[src/rtl/seven_segment_pkg.sv]
// Shared types and constants for the seven-segment display path.
// Holds the digit-multiplexer FSM state encoding and segment/cathode levels.
// Pure declarations; no logic lives here.
package seven_segment_pkg;

  // Multiplexer phases in cyclic order: blank, low digit, blank, high digit.
  typedef enum logic [1:0] {
    BLANK_TO_LO = 2'd0,
    SHOW_LO     = 2'd1,
    BLANK_TO_HI = 2'd2,
    SHOW_HI     = 2'd3
  } seg_state_e;

  // Active-low segment bus with every segment dark.
  localparam logic [6:0] SEG_OFF = 7'h7F;

  // Cathode select levels for the dual-digit PMOD.
  localparam logic DIGIT_LO = 1'b1;
  localparam logic DIGIT_HI = 1'b0;

endpackage

[src/rtl/sev_seg_mux_if.sv]
// Display bus between the value source and the seven-segment multiplexer.
// Carries the value/enable inputs and the registered PMOD drive outputs.
// No handshake: the value is sampled once per frame by the multiplexer.
interface sev_seg_mux_if;

  logic [7:0] i_value;
  logic       i_enable;
  logic [6:0] o_segments;
  logic       o_cathode;
  logic       o_frame;

  // Value source side.
  modport master (
    output i_value,
    output i_enable,
    input  o_segments,
    input  o_cathode,
    input  o_frame
  );

  // Multiplexer side.
  modport slave (
    input  i_value,
    input  i_enable,
    output o_segments,
    output o_cathode,
    output o_frame
  );

endinterface

[src/rtl/bcd.sv]
// Hex nibble to seven-segment decoder, active-high, bit 0 = a ... bit 6 = g.
// Purely combinational, zero latency.
// No flow control.
module bcd (
  input  logic [3:0] i_nibble,
  output logic [6:0] o_segments
);

  // Glyph lookup for 0-9 and A-F (b and d in lower case).
  always_comb begin
    o_segments = 7'h00;
    case (i_nibble)
      4'h0: o_segments = 7'h3F;
      4'h1: o_segments = 7'h06;
      4'h2: o_segments = 7'h5B;
      4'h3: o_segments = 7'h4F;
      4'h4: o_segments = 7'h66;
      4'h5: o_segments = 7'h6D;
      4'h6: o_segments = 7'h7D;
      4'h7: o_segments = 7'h07;
      4'h8: o_segments = 7'h7F;
      4'h9: o_segments = 7'h6F;
      4'hA: o_segments = 7'h77;
      4'hB: o_segments = 7'h7C;
      4'hC: o_segments = 7'h39;
      4'hD: o_segments = 7'h5E;
      4'hE: o_segments = 7'h79;
      default: o_segments = 7'h71;
    endcase
  end

endmodule

[src/rtl/sev_seg_mux.sv]
// Time-multiplexes the two hex digits of an 8-bit value onto the dual-digit PMOD.
// Outputs registered: each state's drive appears in the first cycle of that state.
// No backpressure; the value is latched on entry to SHOW_LO and held for the frame.
module sev_seg_mux
  import seven_segment_pkg::*;
#(
  parameter int unsigned REFRESH_DIV           = 1200,
  parameter int unsigned BLANK_CYCLES          = 16,
  parameter bit          SUPPRESS_LEADING_ZERO = 1'b0
) (
  input  logic          i_clock,
  input  logic          i_reset_n,
  sev_seg_mux_if.slave  bus
);

  localparam int unsigned CNT_MAX = (REFRESH_DIV > BLANK_CYCLES) ? REFRESH_DIV : BLANK_CYCLES;
  localparam int          CW      = $clog2(CNT_MAX + 1);
  localparam bit          HAS_BLANK = (BLANK_CYCLES != 0);
  localparam logic [CW-1:0] SHOW_LAST  = CW'(REFRESH_DIV - 1);
  // With no blanking the blank state is only ever seen once after reset and is
  // left on the very next edge, so its terminal count is irrelevant.
  localparam logic [CW-1:0] BLANK_LAST = HAS_BLANK ? CW'(BLANK_CYCLES - 1) : '0;

  seg_state_e    state_q, state_d;
  logic [CW-1:0] cnt_q, cnt_d;
  logic [7:0]    val_q, val_d;
  logic [6:0]    seg_q, seg_d;
  logic          cath_q, cath_d;
  logic          frame_q, frame_d;

  logic          last_cycle;
  logic          enter_lo;
  logic [3:0]    nibble;
  logic [6:0]    glyph;

  // Single decoder shared by both digits; it looks at the digit about to be shown.
  bcd u_bcd (
    .i_nibble   (nibble),
    .o_segments (glyph)
  );

  // Next-state: dwell counter, phase sequencing, frame latch and output drive.
  always_comb begin
    last_cycle = 1'b0;
    state_d    = state_q;
    cnt_d      = cnt_q + 1'b1;
    if ((state_q == SHOW_LO) || (state_q == SHOW_HI)) begin
      last_cycle = (cnt_q == SHOW_LAST);
    end else begin
      last_cycle = !HAS_BLANK || (cnt_q == BLANK_LAST);
    end

    if (last_cycle) begin
      cnt_d = '0;
      case (state_q)
        BLANK_TO_LO: state_d = SHOW_LO;
        SHOW_LO:     state_d = HAS_BLANK ? BLANK_TO_HI : SHOW_HI;
        BLANK_TO_HI: state_d = SHOW_HI;
        default:     state_d = HAS_BLANK ? BLANK_TO_LO : SHOW_LO;
      endcase
    end

    // Sampling only on frame entry keeps the two digits of one frame consistent.
    enter_lo = (state_d == SHOW_LO) && (state_q != SHOW_LO);
    val_d    = enter_lo ? bus.i_value : val_q;
    nibble   = (state_d == SHOW_HI) ? val_d[7:4] : val_d[3:0];

    seg_d  = SEG_OFF;
    cath_d = cath_q;
    case (state_d)
      SHOW_LO: begin
        seg_d  = ~glyph;
        cath_d = DIGIT_LO;
      end
      SHOW_HI: begin
        seg_d  = (SUPPRESS_LEADING_ZERO && (val_d[7:4] == 4'h0)) ? SEG_OFF : ~glyph;
        cath_d = DIGIT_HI;
      end
      default: begin
        seg_d  = SEG_OFF;
        cath_d = cath_q;
      end
    endcase
    // Disable only darkens the bus; sequencing carries on underneath.
    if (!bus.i_enable) begin
      seg_d = SEG_OFF;
    end

    frame_d = enter_lo;
  end

  // Registered FSM state, counter, latched value and PMOD drive.
  always_ff @(posedge i_clock or negedge i_reset_n) begin
    if (!i_reset_n) begin
      state_q <= BLANK_TO_LO;
      cnt_q   <= '0;
      val_q   <= 8'h00;
      seg_q   <= SEG_OFF;
      cath_q  <= DIGIT_LO;
      frame_q <= 1'b0;
    end else begin
      state_q <= state_d;
      cnt_q   <= cnt_d;
      val_q   <= val_d;
      seg_q   <= seg_d;
      cath_q  <= cath_d;
      frame_q <= frame_d;
    end
  end

  assign bus.o_segments = seg_q;
  assign bus.o_cathode  = cath_q;
  assign bus.o_frame    = frame_q;

endmodule

[src/flat_wrapper.sv]
// flat-port wrapper written by rule: the top's interface ports become plain ports
module sev_seg_mux_flat import seven_segment_pkg::*;
#(
  parameter int unsigned REFRESH_DIV           = 1200,
  parameter int unsigned BLANK_CYCLES          = 16,
  parameter bit          SUPPRESS_LEADING_ZERO = 1'b0
)
  (i_clock, i_reset_n, bus_i_value, bus_i_enable, bus_o_segments, bus_o_cathode, bus_o_frame);
  sev_seg_mux_if bus_i ();
  input  logic i_clock;
  input  logic i_reset_n;
  input wire logic [$bits(bus_i.i_value)-1:0] bus_i_value;
  input wire logic [$bits(bus_i.i_enable)-1:0] bus_i_enable;
  output wire logic [$bits(bus_i.o_segments)-1:0] bus_o_segments;
  output wire logic [$bits(bus_i.o_cathode)-1:0] bus_o_cathode;
  output wire logic [$bits(bus_i.o_frame)-1:0] bus_o_frame;
  assign bus_i.i_value = bus_i_value;
  assign bus_i.i_enable = bus_i_enable;
  assign bus_o_segments = bus_i.o_segments;
  assign bus_o_cathode = bus_i.o_cathode;
  assign bus_o_frame = bus_i.o_frame;
  sev_seg_mux #(.REFRESH_DIV(REFRESH_DIV), .BLANK_CYCLES(BLANK_CYCLES), .SUPPRESS_LEADING_ZERO(SUPPRESS_LEADING_ZERO)) u_core (.i_clock(i_clock), .i_reset_n(i_reset_n), .bus(bus_i));
endmodule
[config.mk]
export PLATFORM = sky130hd
export DESIGN_NAME = sev_seg_mux_flat
export DESIGN_NICKNAME = d
export VERILOG_FILES = /design/src/rtl/seven_segment_pkg.sv /design/src/rtl/sev_seg_mux_if.sv /design/src/rtl/bcd.sv /design/src/rtl/sev_seg_mux.sv /design/src/flat_wrapper.sv
export SDC_FILE = /design/constraint.sdc
export NUM_CORES = 1
export LEC_CHECK = 0
export CAP_MARGIN = 20
export CORE_UTILIZATION = 55
export DETAILED_ROUTE_END_ITERATION = 7
export PLACE_DENSITY = 0.84
export SKIP_LAST_GASP = 1
export SYNTH_ARGS = -nofsm -noshare
export SYNTH_HDL_FRONTEND = slang
export SYNTH_HIERARCHICAL = 1
export SYNTH_SLANG_ARGS = --single-unit
[constraint.sdc]
create_clock -name i_clock -period 3.9 [get_ports i_clock]
set_clock_uncertainty 0.15 [all_clocks]
set_input_delay 0.585 -clock i_clock [delete_from_list [all_inputs] [get_ports i_clock]]
set_output_delay 0.585 -clock i_clock [all_outputs]
set_load 0.02 [all_outputs]
==> run_results.csv <==
group,metric,value,unit
sta,fin_crit_sh,94.5,%
clock_network,postCtsHoldBufs,0,
synth,yosys_warnings,6,
die,start_util,57.4,%
run_status,outcome,"finished clean",
die,die_y,58.2,um
power_and_ir_drop,pwr_density_cell,315,mW/mm2
route,met2_length,1650,um
clock_network,cts_htree_levels,2,
sta,tightestPinTransition,501,ps
clock_network,root_buffer,"clkbuf_4",
synth,yosysTopAreaCell,"dfrtp_1",
finish,fin_cells,224,
critical_path,max_stage_delay,490,ps
global_routing,grt_max_degree,25,
synth,synthesis.nets,176,
placement,dp_hpwl,2450,um
finish,fin_nets,203,
synth,synthCells,153,
global_routing,grt_pass1_wl,5590,um
placement,dp.cells,216,
route,detail_route.wl_per_cell,14.5,um
synth,synth_top_area_share,31.7,%
clock_network,cts_setup_buffers,0,
synth,yosysMostFrequentCell,"dfrtp_1",
global_routing,grt-ovfl-total,0,
synth,ys_seq_area_share,43.8,%
route,finalWirelength,3260,um
sta,setup_slack,213,ps
sta,setup_viol,0,
route,drt_iter0_markers,43,
critical_path,crit_slowest_cell,"mux4_1",
route,wl_met3,140,um
die,io_pins,20,
die,die_x,58.2,um
critical_path,cp_max_fo,5,
critical_path,cp_cell_sequence,"inv_1, ha_1, or3_1, a211o_1, or3_1, nand3_1, a31oi_2, inv_1, ha_1, inv_1, mux4_1, nand3_1",
critical_path,cp_data_arrival_time,3810,ps
finish,synthToLayoutAreaGrowth,20.2,%
finish,fillers,225,
critical_path,crit_top_cell,"inv_1",
worst_hold_path,hold_class,"register to register",
sta,final-hold-violation-count,0,
clock_network,cts_tree,"built",
synth,yosys-top-cells-count,"22 x dfrtp_1, 13 x nand3_1, 12 x ha_1, 9 x inv_1",
power_and_ir_drop,p_leak,0.949,nW
job,maxCapViolCount,0,
critical_path,worstSetupStartpointType,"register",
route,ant_nets,0,
sta,tns,0,ps
synth,postSynthAreaPerCell,11.4,um2
route,vias,1273,
synth,yosysUniqueCellTypes,44,
clock_network,path_clk_slew,100,ps
global_routing,grtUsageTotal,22.2,%
clock_network,clk_latency,330,ps
sta,min_period,3690,ps
route,drc_errors,0,
placement,place.gp.congestion,0.921,
die,num_rows,20,
sta,maxSlewViolCount,0,
global_routing,first_global_vias,1256,
critical_path,critPathRequiredTime,4020,ps
finish,antenna_cells,0,
finish,drive_gt1_share,24.4,%
sta,maxClockFrequency,271,MHz
clock_network,clockBufferDepth,2,
route,drt-met1-wl,1370,um
sta,slew_headroom,66.6,%
global_routing,antenna_found_initial,0,
synth,ys.flop_type,"dfrtp_1",
route,top_layer,"met4",
die,coreArea,0.00303,mm2
placement,io_buffers,19,
power_and_ir_drop,vdd_drop_max,0.291,mV
placement,place_ws,141,ps
route,drtPass1Iterations,4,
critical_path,worstSetupEndpointType,"register",
synth,synth_area_leaders,"dfrtp_1 32%, dfstp_2 12%, ha_1 8.6%",
critical_path,criticalPathCategory,"register to register",
clock_network,cts_buffers,5,
synth,ys_seq_elements,30,
sta,rsz0062_at_grt,"false",
route,vias_per_cell,5.68,
die,dieArea,0.00339,mm2
clock_network,clock-sinks,30,
synth,async_reset_ff_share,100,%
synth,syn_area,0.00174,mm2
synth,synth_edf_count,0,
## kinds of logic (layout without fill, tap and decap cells)
kind of cell,after synthesis,count (layout),share of synthesized area (%)
simple gates,47,47,15.8
fa+ha+maj,12,12,8.64
mux,15,15,12.0
flops,30,30,43.8
xor+xnor,9,9,4.54
buf+inv,12,39,3.74
compound gates,28,28,11.6
## sequential cells by signal, indices dropped and copies added (netlist names)
register,flops
u_core/cnt_q,11
u_core/val_q,8
u_core/bus.o_segments,7
u_core/state_q,2
u_core/bus.o_cathode,1
u_core/bus.o_frame,1
## area by class of cell
type,instances,area (um2),share of cell area [%]
multi-input combinational,111,930,44.5
tap,44,55.1,2.64
clock buffer,6,51.3,2.46
sequential,30,761,36.4
inverter,9,33.8,1.62
timing repair buffer,23,228,10.9
clock inverter,1,30.0,1.44
## worst max-delay path, delay by kind of cell (launching register included)
family                     cells  cell delay (ps)
DFF                            1              410
AOI/OAI and AO/OA              2              530
muxes                          1              490
adders and majority gates      2              520
buffers and inverters          3              360
and+or+nand+nor                4             1150
## repair_timing
| action | 4_1_cts | 5_1_grt |
|---|---|---|
| hold endpoints to repair | 0 | 0 |
| gates resized for setup | 0 | 3 |
| setup endpoints to repair | 0 | 3 |
## per-layer routing
metal	up-vias	global-route usage [%]
li1	599	-
met1	619	27.2
met2	42	35.8
met3	13	5.13
met4	0	12.9
met5	-	0
## worst paths after layout
kind	start	endpoint	slack (ps)	cells past startpoint
worst max-delay path	u_core/state_q[1]	u_core/bus.o_segments[3]	210	12
worst max register to register	u_core/state_q[1]	u_core/bus.o_segments[3]	210	12
max in group asynchronous	i_reset_n	u_core/bus.o_cathode	2660	2
worst min-delay path	u_core/cnt_q[0]	u_core/cnt_q[0]	310	1
min in group asynchronous	i_reset_n	u_core/cnt_q[9]	400	1
worst min register to register	u_core/cnt_q[0]	u_core/cnt_q[0]	310	1
## stage by stage
step	total power, W	hold WS [ps]	utilization, %	cell area, um2
CTS	0.000662	309	67.9	2060
floorplan	0.000374	139	-	1740
detailed placement	0.000411	297	65.2	1970
global placement	0.000407	287	65.2	1970
global route	0.000684	359	69.0	2090
finish	0.000658	311	69.0	2090
## power by group
part | internal (W) | switching (W) | total [W]
sequential | 0.000325 | 0.00000385 | 0.000329
combinational | 0.0000414 | 0.0000365 | 0.0000780
clock | 0.000149 | 0.000102 | 0.000251
total | 0.000515 | 0.000142 | 0.000658
## layout by cell type, fill, tap and decap left out, types with 3 or more instances in the layout
cell / n
buf_4: 3
mux2_2: 5
nor3_1: 3
dfrtp_1: 22
nand3_1: 13
mux2_4: 7
a21oi_1: 8
dfstp_2: 8
o21ai_0: 5
clkdlybuf4s50_1: 19
nor2_1: 8
ha_1: 12
xnor2_1: 7
inv_1: 9
and3_1: 3
nand2_1: 5
clkbuf_4: 5
No activity file was read; power rests on OpenSTA's default activity.
==> RTL change 1, RTL diff (same settings) <==
`BLANK_CYCLES` is set to 16 in 2 places; all go to 32.
--- a/src/rtl/sev_seg_mux.sv
+++ b/src/rtl/sev_seg_mux.sv
@@ -5,7 +5,7 @@
   import seven_segment_pkg::*;
 #(
   parameter int unsigned REFRESH_DIV           = 1200,
-  parameter int unsigned BLANK_CYCLES          = 16,
+  parameter int unsigned BLANK_CYCLES          = 32,
   parameter bit          SUPPRESS_LEADING_ZERO = 1'b0
 ) (
   input  logic          i_clock,
--- a/src/flat_wrapper.sv
+++ b/src/flat_wrapper.sv
@@ -2,7 +2,7 @@
 module sev_seg_mux_flat import seven_segment_pkg::*;
 #(
   parameter int unsigned REFRESH_DIV           = 1200,
-  parameter int unsigned BLANK_CYCLES          = 16,
+  parameter int unsigned BLANK_CYCLES          = 32,
   parameter bit          SUPPRESS_LEADING_ZERO = 1'b0
 )
   (i_clock, i_reset_n, bus_i_value, bus_i_enable, bus_o_segments, bus_o_cathode, bus_o_frame);
Function: same outputs for any inputs over 10 cycles, from zero or initial values and one cycle with i_reset_n low; that may be too few to reach the edited logic, so the function may still have changed.
==> RTL change 1 against the original RTL <==
  * Routed wire length fell by 11%
  * Global-route usage down 3.1 points
  * Sequential power hardly changed
  * Synthesized area stayed put
  * Die area unchanged
  * Total power is 12% lower
  * Combinational power is 1% higher
  * Count of clock-buffer cells in the layout up 2
  * Largest cell class unchanged
  * Setup slack improved by 0.035 ns
  * Cell area shrank 3.1%
  * Sequential cell count unchanged
  * Clock power is 32% lower
==> RTL change 1: results (changes against the original RTL) <==
Pwr
  • Logic pwr share: 13.7% (+1.8 points)
  • Leakage: 0.883 nW (-7.0%)
  • Clock-net power: 0.000170 W (-32%)
  • NetSw: 0.000140 W (-1.7%)
  • P per Cell Area: 286 nW/um^2 (-9.3%)
  • VDD IR max: 188 uV (-36%)

Yosys
  • Post-Synth XOR/XNOR Area: 5.04% (+0.50 points)
  • Synth area leaders: dfrtp_1 32%, dfstp_2 12%, ha_1 8.6%
  • Compound-gate portion of the synthesized area: 4.32% (-7.3 points)
  • Synth Area per Inst: 11.6 um^2 (+2.0%)
  • Mux cell area share after synthesis: 19.9% (+8.0 points)
  • Post-Syn Nets: 173 (-1.7%)
  • Post-synth top cells: 22 x dfrtp_1, 14 x mux2i_1, 14 x nand2_1
  • Synth unique cells: 37 (-16%)

Placement
  • DP HPWL: 2190 um (-11%)
  • Post-DP Area: 1960 um^2 (-0.89%)
  • Placed Instances: 211 (-2.3%)

Worst setup path
  • Kind of cell adding the most delay to the critical path: multiplexers
  • Flop2flop setup slack: 0.25 ns (+0.04 ns)
  • CP peak stage delay: 0.49 ns (about the same)
  • Crit-path max FO: 13 (+8)
  • WP data arrival: 3.77 ns (-0.04 ns)

Global routing
  • Vias in the first global route: 1091 (-13%)
  • First-pass GRT wire length: 4800 um (-14%)
  • Largest net degree at the start of global routing: 24 (-4.0%)
  • Total GRT Usage: 19.0% (-3.1 points)

Routing
  • Post-DR wirelength/cell: 13.2 um (-9.3%)
  • Vias per cell: 5.13 (-9.7%)
  • DRT iter0 DRCs: 33 (-23%)

Status
  • Status: finished, final reports clean

STA
  • Final Hold Slack: 0.334 ns (+0.0229 ns)
  • Slew headroom: 62.2% (-4.4 points)

Cells and area
  • Layout cell share with drive strength beyond 1: 20.5% (-4.0 points)
  • # fillers: 227 (+0.89%)

Clock tree
  • CTS resizes: 0 (unchanged)
[RTL change 1: changes by cell type after synthesis, moves of 2 or more]
| cell | delta |
|---|---|
| nand3_1 | -10 |
| a21oi_1 | -4 |
| nand2_1 | +9 |
| mux2i_1 | +12 |
| xor2_1 | +2 |
| nor2_1 | +4 |
| a31oi_1 | -4 |
| or3_1 | -2 |
| o21ai_0 | -4 |
[RTL change 1: area by class of cell]
| type | instances | area [um^2] | share of cell area [%] |
|---|---|---|---|
| clock buffers | 8 | 48.8 | 2.41 |
| well taps | 44 | 55.1 | 2.72 |
| inverters | 8 | 30.0 | 1.48 |
| flip-flops and latches | 30 | 761 | 37.6 |
| multi-input cells | 106 | 895 | 44.2 |
| repair buffers | 24 | 235 | 11.6 |
[RTL change 1: per-layer routing]
| layer | routed length [um] | global-route usage [%] |
|---|---|---|
| met1 | 1250 | 22.4 |
| met2 | 1520 | 33.5 |
| met3 | 92 | 6.03 |
| met4 | 38 | 5.10 |
| met5 | 0 | 0 |
==> RTL change 2, RTL diff (same settings) <==
Without the edit above. Re-encode `seg_state_e` (4 states) as Gray code, 2 bits wide.
--- a/src/rtl/seven_segment_pkg.sv
+++ b/src/rtl/seven_segment_pkg.sv
@@ -5,10 +5,10 @@
 
   // Multiplexer phases in cyclic order: blank, low digit, blank, high digit.
   typedef enum logic [1:0] {
-    BLANK_TO_LO = 2'd0,
-    SHOW_LO     = 2'd1,
-    BLANK_TO_HI = 2'd2,
-    SHOW_HI     = 2'd3
+    BLANK_TO_LO = 2'b00,
+    SHOW_LO     = 2'b01,
+    BLANK_TO_HI = 2'b11,
+    SHOW_HI     = 2'b10
   } seg_state_e;
 
   // Active-low segment bus with every segment dark.
Formal check against the unedited RTL: same outputs for any inputs over 10 cycles, from zero or initial values and one cycle with i_reset_n low; not proved beyond that.
==> RTL change 2 against the original RTL <==
  * The run now ends with DRC left
  * Cell area down 1.3%
  * Sequential cell count unchanged
  * Total power increased by 0.87%
  * Setup slack got worse by 0.12 ns
  * Synthesized cell count decreased by 7.8%
  * Synthesized area fell by 4.8%
  * Routed wire length decreased by 5.9%
  * First-iteration DRC count shrank 37%
==> RTL change 2: results (changes against the original RTL) <==
Status
  • Status: finished, violations left
  • Failing checks: DRC

Yosys
  • Synth unique cells: 36 (-18%)
  • Post-Synth XOR/XNOR Area: 6.65% (+2.1 points)
  • Synth Warn #: 6 (unchanged)
  • Synth Area per Inst: 11.7 um^2 (+3.4%)
  • Sequential share of the synthesized area: 46.0% (+2.2 points)
  • Post-synth top cells: 22 x dfrtp_1, 15 x mux2i_1, 11 x nand2_1
  • Compound-gate portion of the synthesized area: 4.08% (-7.5 points)
  • Post-Syn Nets: 161 (-8.5%)
  • Post-Synth Adder-Cell Area: 7.41% (-1.2 points)
  • Synth area leaders: dfrtp_1 33%, dfstp_2 13%, mux2i_1 9.1%
  • Mux cell area share after synthesis: 19.2% (+7.2 points)

Clock tree
  • Post-CTS Setup Inserts: 0 (unchanged)
  • CTS resizes: 0 (unchanged)

Cells and area
  • Layout cell share with drive strength beyond 1: 24.9% (+0.41 points)
  • # fillers: 203 (-9.8%)
  • Final net count: 192 (-5.4%)
  • Final instance area: 2060 um^2 (-1.3%)

Routing
  • Top Layer Used: met4
  • Wire length on met1: 1320 um (-3.1%)
  • Met2 WL: 1550 um (-6.4%)
  • # DRC: 2 (+2)
  • Via count: 1114 (-12%)
  • DRT iter0 DRCs: 27 (-37%)
  • Met3 WL: 165 um (+18%)
  • Post-DR wirelength/cell: 15.0 um (+3.4%)
  • First-pass iteration count of the detailed router: 7 (+3)
  • DRT Wirelength: 3070 um (-5.9%)

Placement
  • DP HPWL: 2160 um (-12%)
  • Gp weighted congestion: 0.801 (-13%)
  • Post-DP Area: 1930 um^2 (-2.5%)
  • Placed Instances: 194 (-10%)
  • DP Worst Slack: 0.0584 ns (-0.0829 ns)

Global routing
  • First-pass GRT wire length: 5080 um (-9.1%)
  • Total GRT Usage: 21.8% (-0.30 points)
  • Met3 Usage GRT: 8.29% (+3.2 points)
  • Met1 usage: 26.3% (-0.86 points)
  • M2 GR Usage: 34.5% (-1.3 points)
  • Largest net degree at the start of global routing: 26 (+4.0%)

STA
  • Fin crit period: 3.81 ns (+0.118 ns)
  • Tightest Pin Transition: 0.420 ns (-0.0808 ns)

Pwr
  • Leakage: 0.942 nW (-0.78%)
  • Logic pwr share: 12.2% (+0.3 points)
  • VDD IR max: 255 uV (-12%)
  • NetSw: 0.000143 W (+0.38%)
  • Pint: 0.000521 W (+1.0%)

Worst setup path
  • FF-to-FF path depth: 11 (-1)
  • Kind of cell adding the most delay to the critical path: multiplexers
  • Setup crit end kind: flip-flop
  • Flop2flop setup slack: 0.09 ns (-0.12 ns)
  • Crit-path max FO: 6 (+1)
  • Worst R2R Start: u_core/state_q[0]
  • Slowest cell on crit path: or4b_1
  • WP data arrival: 3.92 ns (+0.11 ns)
RTL change 2: how the worst min path moves through the flow:
stage | cells past startpoint | endpoint | slack, ns
final | 1 | u_core/cnt_q[0] | 0.34
after global routing | 1 | u_core/cnt_q[0] | 0.36
after CTS | 1 | u_core/cnt_q[0] | 0.34
after detailed placement | 1 | u_core/cnt_q[0] | 0.33
after global placement | 1 | u_core/cnt_q[0] | 0.32
after floorplan | 0 | u_core/bus.o_frame | 0.14
RTL change 2: final cells by class:
type / instances / share of cell area [%]
multi-input cells: 98 / 41.8
flip-flops and latches: 30 / 36.9
repair buffers: 29 / 13.8
clock buffers: 7 / 2.67
well taps: 31 / 1.88
clock inverters: 1 / 1.46
inverters: 8 / 1.46
RTL change 2: kinds of logic after synthesis:
group,after synthesis
buffers and inverters,13
and+or+nand+nor,41
AOI/OAI and AO/OA,8
muxes,28
xor gates and xnor gates,11
adders and majority gates,10
DFF,30
